[config.mk]
export PLATFORM = sky130hd
export DESIGN_NAME = instr_prefetch
export DESIGN_NICKNAME = d
export VERILOG_FILES = /design/src/rtl/instr_prefetch.sv
export SDC_FILE = /design/constraint.sdc
export NUM_CORES = 1
export LEC_CHECK = 0
export CAP_MARGIN = 20
export CORE_MARGIN = 4
export CORE_UTILIZATION = 35
export DETAILED_ROUTE_END_ITERATION = 6
export PLACE_DENSITY = 0.59
export SYNTH_ARGS = -nofsm -noshare
export SYNTH_HDL_FRONTEND = slang
export SYNTH_SLANG_ARGS = --single-unit
[constraint.sdc]
create_clock -name Clk -period 3.6 [get_ports Clk]
set_input_delay 0.36 -clock Clk [delete_from_list [all_inputs] [get_ports Clk]]
set_output_delay 0.36 -clock Clk [all_outputs]
set_load 0.005 [all_outputs]
[src/rtl/instr_prefetch.sv]
// Instruction prefetch: streams program memory words into a small FIFO and
// hands them to the core over valid/ready, flagging the last word.
module instr_prefetch #(
  parameter int D_WIDTH  = 32,
  parameter int SA_WIDTH = 4,
  parameter int DEPTH    = 4
) (
  input  logic                Clk,
  input  logic                Rst,
  input  logic                Start,
  input  logic [SA_WIDTH:0]   Prog_Len,
  input  logic                Flush,
  output logic [SA_WIDTH-1:0] Addr,
  output logic                RW,
  output logic                En,
  input  logic [D_WIDTH-1:0]  Data,
  output logic [D_WIDTH-1:0]  Instr,
  output logic                Instr_Valid,
  input  logic                Instr_Ready,
  output logic                Instr_Last,
  output logic                Busy,
  output logic                Done
);
  localparam int PW     = $clog2(DEPTH);
  localparam int CW     = PW + 2;
  localparam int STAGES = 1;

  typedef enum logic [1:0] {IDLE, FETCH, DRAIN} state_t;
  state_t state, state_nx;

  logic [SA_WIDTH:0]  len, fetch_cnt, issue_idx, len_cur;
  logic [STAGES:0]    vld_pipe, lst_pipe;
  logic [D_WIDTH-1:0] fifo [DEPTH];
  logic [DEPTH-1:0]   last_q;
  logic [PW-1:0]      wr_ptr, rd_ptr;
  logic [CW-1:0]      count, pend;
  logic start_acc, issue, is_last, push, pop, done_nx, busy_nx, head_last;

  assign RW          = 1'b0;
  assign En          = vld_pipe[0];
  assign Instr       = fifo[rd_ptr];
  assign Instr_Valid = (count != '0);
  assign head_last   = last_q[rd_ptr];
  assign Instr_Last  = Instr_Valid & head_last;
  assign pop         = Instr_Valid & Instr_Ready;
  assign push        = vld_pipe[STAGES] & ~Flush;

  // Credit: buffered words plus both read stages still owed by memory
  assign pend      = count + CW'(vld_pipe[0]) + CW'(vld_pipe[1]);
  assign start_acc = Start & ~Busy & (state == IDLE);
  assign len_cur   = (state == IDLE) ? Prog_Len : len;
  assign issue_idx = (state == IDLE) ? '0 : fetch_cnt;
  assign is_last   = (issue_idx == len_cur - 1'b1);

  always_comb begin
    state_nx = state;
    issue    = 1'b0;
    done_nx  = 1'b0;
    busy_nx  = Busy;
    case (state)
      IDLE: begin
        busy_nx = 1'b0;
        if (start_acc) begin
          if (Prog_Len == '0) begin
            done_nx = 1'b1;
          end else begin
            issue    = 1'b1;
            busy_nx  = 1'b1;
            state_nx = is_last ? DRAIN : FETCH;
          end
        end
      end
      FETCH: begin
        if (pend < CW'(DEPTH)) begin
          issue = 1'b1;
          if (is_last) state_nx = DRAIN;
        end
      end
      DRAIN: begin
        // Popping the last-tagged head implies FIFO and read pipe are empty
        if (pop && head_last) begin
          done_nx  = 1'b1;
          state_nx = IDLE;
        end
      end
      default: state_nx = IDLE;
    endcase
    if (Flush) begin
      state_nx = IDLE;
      issue    = 1'b0;
      done_nx  = 1'b0;
      busy_nx  = 1'b0;
    end
  end

  always_ff @(posedge Clk or negedge Rst) begin
    if (!Rst) begin
      state     <= IDLE;
      len       <= '0;
      fetch_cnt <= '0;
      Addr      <= '0;
      vld_pipe  <= '0;
      lst_pipe  <= '0;
      Busy      <= 1'b0;
      Done      <= 1'b0;
      wr_ptr    <= '0;
      rd_ptr    <= '0;
      count     <= '0;
    end else begin
      state <= state_nx;
      Busy  <= busy_nx;
      Done  <= done_nx;
      if (start_acc) len <= Prog_Len;
      if (issue) begin
        Addr      <= issue_idx[SA_WIDTH-1:0];
        fetch_cnt <= issue_idx + 1'b1;
      end
      if (Flush) begin
        vld_pipe <= '0;
        lst_pipe <= '0;
        wr_ptr   <= '0;
        rd_ptr   <= '0;
        count    <= '0;
      end else begin
        vld_pipe <= {vld_pipe[STAGES-1:0], issue};
        lst_pipe <= {lst_pipe[STAGES-1:0], issue & is_last};
        if (push) wr_ptr <= wr_ptr + 1'b1;
        if (pop)  rd_ptr <= rd_ptr + 1'b1;
        count <= count + CW'(push) - CW'(pop);
      end
    end
  end

  always_ff @(posedge Clk) begin
    if (push) begin
      fifo[wr_ptr]   <= Data;
      last_q[wr_ptr] <= lst_pipe[STAGES];
    end
  end
endmodule

* Yosys cells after proc, flatten, opt, wreduce, memory -nomap -nowiden
Memories as Yosys holds them, arrays and structs flattened.
Index checks and enable logic that the tools add are counted.
** Cells by class
- Add/sub/neg operators :: 8
- $lt $le $gt $ge :: 4
- Equal/unequal tests :: 8
- Mux-type cells :: 36
- Bitwise gates (word level) :: 8
- Reduce and logical (&&, ||, !) cells :: 9
** Operator list (count)
- two-way mux 2 bit :: 13
- != test 3 bit (second input constant) :: 5
- two-way mux 1 bit :: 14
- adder 4 x 1 -> 4 bit :: 3
- two-way mux 5 bit :: 2
- bitwise AND 1 bit :: 6
- less-than comparator 2 x 3 -> 1 bit (second input constant) :: 2
- one-hot mux 2 bit (3 select lines) :: 1
- nonzero test 2 bit :: 3
- adder 5 x 1 -> 5 bit (second input constant) :: 1
- == test 5 bit :: 1
- logical NOT 5 bit :: 1
- AND reduction 5 bit :: 1
- subtractor 5 x 1 -> 5 bit (second input constant) :: 1
- adder 2 x 1 -> 2 bit (second input constant) :: 2
- bitwise mux 4 bit :: 1
- less-than comparator 4 x 3 -> 1 bit (second input constant) :: 1
- two-way mux 4 bit :: 1
- one-hot mux 1 bit (2 select lines) :: 2
- nonzero test 4 bit :: 1
- subtractor 4 x 1 -> 4 bit :: 1
- binary-select mux 1 bit (select 2 bit) :: 1
- demux 1 bit (select 2 bit) :: 1
- == test 2 x 1 -> 1 bit (second input constant) :: 1
- other kinds (5) :: 7
** Storage, ports and cells
- Bits in registers :: 34
- Memory bits (writable) :: 128
- Input port bits :: 42
- Output and inout port bits :: 42
- Logic and storage cells :: 86
- Memories :: 1
** Memories
- fifo :: depth 4, width 32, rd ports 1, clocked after Yosys merged registers in 0, wr ports 1, RTL line 33 : logic [D_WIDTH-1:0] fifo [DEPTH];

* Depth between registers and ports, before layout
- Depth in word-level cells :: 9
- Depth in mapped cells :: 11
- Mapped depth without buffers :: 11

* Least setup slack after synthesis
OpenSTA, ideal clock, no wires.
- Path kind :: reg2reg
- Start :: register count[2]
- End :: register count[2]
- Setup time :: 132 ps
- Data arrival time :: 2334 ps
- Required time :: 3468 ps
- Slack :: 1134 ps
- Cell stages (with the launch flop) :: 11
- Buffers on the path :: 0
- Period minus slack after synthesis :: 2466 ps
- Cell sequence :: dfrtp_1 -> inv_1 -> ha_1 -> or3b_2 -> and2_1 -> ha_1 -> inv_1 -> ha_1 -> fa_1 -> xnor2_1 -> nor2_1
** Between the ends
- Longest elaborated chain between the ends :: 4
- Elaborated cells on any way between the ends :: 5
- Those cells by class :: 2 x add/sub; 1 x mux; 1 x bitwise; 1 x reduce/logical
** Ends and longest elaborated chain
- start, declared :: RTL line 36 : logic [CW-1:0] count, pend;
- start signal, assigned :: RTL line 129 : count <= count + CW'(push) - CW'(pop);
- nonzero test 4 bit :: RTL line 42 : assign Instr_Valid = (count != '0);
- named net Instr_Valid :: RTL line 18 : output logic Instr_Valid,
- bitwise AND 1 bit :: RTL line 45 : assign pop = Instr_Valid & Instr_Ready;
- subtractor 4 x 1 -> 4 bit :: RTL line 129
- two-way mux 4 bit :: RTL line 118 : if (Flush) begin
The timed path passes the listed nets, and every way through them passes these cells.
A chain may end at the register's enable or synchronous reset.

* Worst setup path after layout
- Start :: register rd_ptr[0]
- End :: output Instr[24]
** Between the ends
- Longest elaborated chain between the ends :: 1
** Ends and longest elaborated chain
- start, declared :: RTL line 35 : logic [PW-1:0] wr_ptr, rd_ptr;
- start signal, assigned :: RTL line 128 : if (pop) rd_ptr <= rd_ptr + 1'b1;
- memory read (4 x 32 bit)
- end, declared :: RTL line 17 : output logic [D_WIDTH-1:0] Instr,
Every way passes these cells.

==> flow_summary.yaml <==
yosys:
  syn-cell-area_um2: 6560
  synth_ff_type: "edfxtp_1"
  synth_edf_count: 132
  syn_avg_cell_area_um2: 18.9
  postSynthRegisterBits: 162
  async_flop_share: 0.185
  synth_cell_type_count: 50
  synth_seq_area_share: 0.719
  syn-num-nets: 403
  yosysWarnings: 0
  synthCells: 347
layout:
  num-fill-cells: 1540
  stdcell_area_um2: 8250
  synthToLayoutAreaGrowth_pct: 25.8
  drive_above_1_share: 0.215
  diodes: 0
  ff_latch_area_um2: 4720
  multi_input_area_um2: 1730
  fin_nets: 505
worst_setup_path:
  endpoint_kind: "output pin"
  r2r_start: "state[0]"
  cp_max_fo: 15
  crit_required_ns: 3.24
  max_stage_delay_ns: 0.62
  cpMaxStageDelayCell: "dfrtp_2"
  path_cells: "buf_4 -> mux4_2 -> clkdlybuf4s50_1"
  arrival_ns: 2.49
  critPathKind: "register to output pin"
  startpoint_type: "register"
  startpoint: "rd_ptr[0]"
timing:
  fin_crit_ns: 2.85
  setup_viol: 0
  hold_viol_final: 0
  hold_slack_ns: 0.234
  fmax_ghz: 0.351
  timing.slew.headroom: 0.601
  fin_tns_setup_ns: 0
  fin_crit_sh: 0.792
  tightest_slew_ns: 0.598
  finalClockSkew_ns: 0.00813
  slew_violations: 0
  grt_setup_unrepaired: "false"
floorplanning:
  start_util: 0.360
  coreArea_um2: 18200
  die_area_um2: 21000
  die_x_um: 145
  die_h_um: 145
  pin_count: 84
  fp-row-count: 49
grt:
  antenna_found_initial: 1
  grt_max_degree: 22
  track_usage: 0.126
  globalRouteOverflowTotal: 0
  grt_pass1_wl_um: 19700
  grt_pass1_vias: 3559
placed_design:
  place_area_um2: 7690
  place_congestion: 0.855
  io_buffers: 82
  dp.final_hpwl_um: 8630
run:
  maxCapViolCount: 0
clock_network:
  cts_root_buf: "clkbuf_16"
  clk_pin_slew_worst_paths_ns: 0.06
  cts_buffers: 17
  cts_tree: "done"
  insertion_delay_ns: 0.41
  clk_path_buf_depth: 2
  cts_resized: 0
  h-tree-depth: 4
  post_cts_buffers: 0
  cts.sinks: 162
  holdBufCountCts: 0
detailed_routing:
  drt-pass1-iter-count: 5
  drc_errors: 0
  post_drt_wl_per_cell_um: 18.4
  vias: 3424
  via_per_inst: 4.96
  ant_nets: 0
  drtIter0Drc: 163
  wirelength_um: 12700
min_path:
  min-delay-path-class: "input port to asynchronous set/reset pin"
outcome:
  status: "finished, final reports clean"
power_and_ir_drop:
  pwr_density_cell_nw_per_um2: 655
  irDropWorstVdd_v: 0.000308
  p_leak_nw: 2.84
==> synthesized netlist by cell type, types with 2 or more instances <==
cell type | instances | area, µm²
a21oi_1 | 9 | 45.0
a31oi_1 | 3 | 18.8
a41o_1 | 2 | 20.0
and2_1 | 9 | 56.3
and3_1 | 3 | 18.8
buf_2 | 3 | 15.0
buf_4 | 2 | 15.0
buf_6 | 2 | 22.5
clkbuf_1 | 5 | 18.8
dfrtp_1 | 30 | 751
edfxtp_1 | 132 | 3960
ha_1 | 13 | 163
inv_1 | 10 | 37.5
mux2_2 | 10 | 113
mux2i_1 | 3 | 30.0
mux4_2 | 33 | 743
nand2_1 | 5 | 18.8
nor2_1 | 14 | 52.6
nor2b_1 | 5 | 31.3
nor3_1 | 3 | 15.0
o211ai_1 | 2 | 15.0
o21a_1 | 3 | 22.5
o21ai_0 | 8 | 40.0
or3b_2 | 2 | 17.5
xnor2_1 | 10 | 87.6
xor2_1 | 2 | 17.5
==> routing by layer <==
metal  track usage  share of wire  routed length [µm]
met1         0.167           0.47                5900
met2         0.198           0.48                6040
met3        0.0444          0.047                 601
met4        0.0353         0.0098                 124
met5             0         0.0010                  13
==> state kept, by name, summed over array words and instances, names as in the netlist, 2 cells and up <==
register   count
lst_pipe       2
wr_ptr         2
fifo         128
Addr           4
state          2
vld_pipe       2
len            5
fetch_cnt      5
last_q         4
count          4
rd_ptr         2
==> cells in the final DEF (no fill, tap or decap), drive strengths merged, types with 2 or more instances in the layout <==
cell type,netlist,layout
inv,11,14
o21ai,9,9
a31oi,3,3
mux2i,3,3
and2,9,9
ha,13,13
o21a,3,3
nand2,6,6
clkinv,0,6
nor2,15,15
mux2,10,10
a41o,2,2
nor3,3,3
o211ai,2,2
xnor2,10,10
a21oi,9,9
nor2b,5,5
clkinvlp,0,3
clkbuf,5,18
mux4,33,33
and3,3,3
xor2,2,2
edfxtp,132,132
buf,8,14
or3b,3,3
clkdlybuf4s50,0,82
dfrtp,30,30
==> report_power, final <==
part | switching, mW | internal [mW] | leakage, nW
logic | 0.576 | 0.855 | 1.00
clock network | 0.697 | 0.946 | 0.257
registers | 0.171 | 2.16 | 1.58
total | 1.44 | 3.96 | 2.84
==> area by class of cell <==
| cell class | instances | share of cell area |
|---|---|---|
| sequential | 162 | 0.572 |
| multi-input combinational | 161 | 0.210 |
| timing repair buffer | 96 | 0.113 |
| clock buffer | 18 | 0.0520 |
| tap | 229 | 0.0347 |
| clock inverter | 13 | 0.0135 |
| inverter | 11 | 0.00501 |
==> critical path: cells and delay by family, from the launching register on <==
family	cells	cell delay, ns
buffers and inverters	2	0.88
flip-flops	1	0.62
multiplexers	1	0.57
==> path summary, 6_finish.rpt <==
path / slack (ns) / endpoint / cells after the start
worst max-delay path: 0.75 / Instr[24] / 3
worst min-delay path: 0.23 / len[0] / 1
worst max register to register: 0.88 / state[0] / 9
worst min register to register: 0.48 / lst_pipe[1] / 1
max in group asynchronous: 2.72 / fetch_cnt[0] / 3
min in group Clk: 0.48 / lst_pipe[1] / 1
==> metrics by stage <==
step / power (mW) / worst slack (ns) / std cells / util
4_1_cts: 5.46 / 0.662 / 689 / 0.452
6_report: 5.40 / 0.748 / 690 / 0.453
3_5_place_dp: 3.81 / 0.910 / 658 / 0.423
3_3_place_gp: 3.80 / 0.986 / 658 / 0.423
2_1_floorplan: 3.21 / 1.13 / 347 / -
5_1_grt: 5.71 / 0.571 / 690 / 0.453
==> logic make-up after synthesis <==
group,count (synthesis),synth area share
flip-flops,162,0.719
adder cells (fa/ha/maj),14,0.0279
multiplexers,46,0.135
buffers and inverters,24,0.0177
other,1,0.000572
AND/OR/NAND/NOR,54,0.0496
AO/OA/AOI/OAI,34,0.0340
XOR/XNOR,12,0.0160
Note: power is estimated with default switching activity, not from simulation.
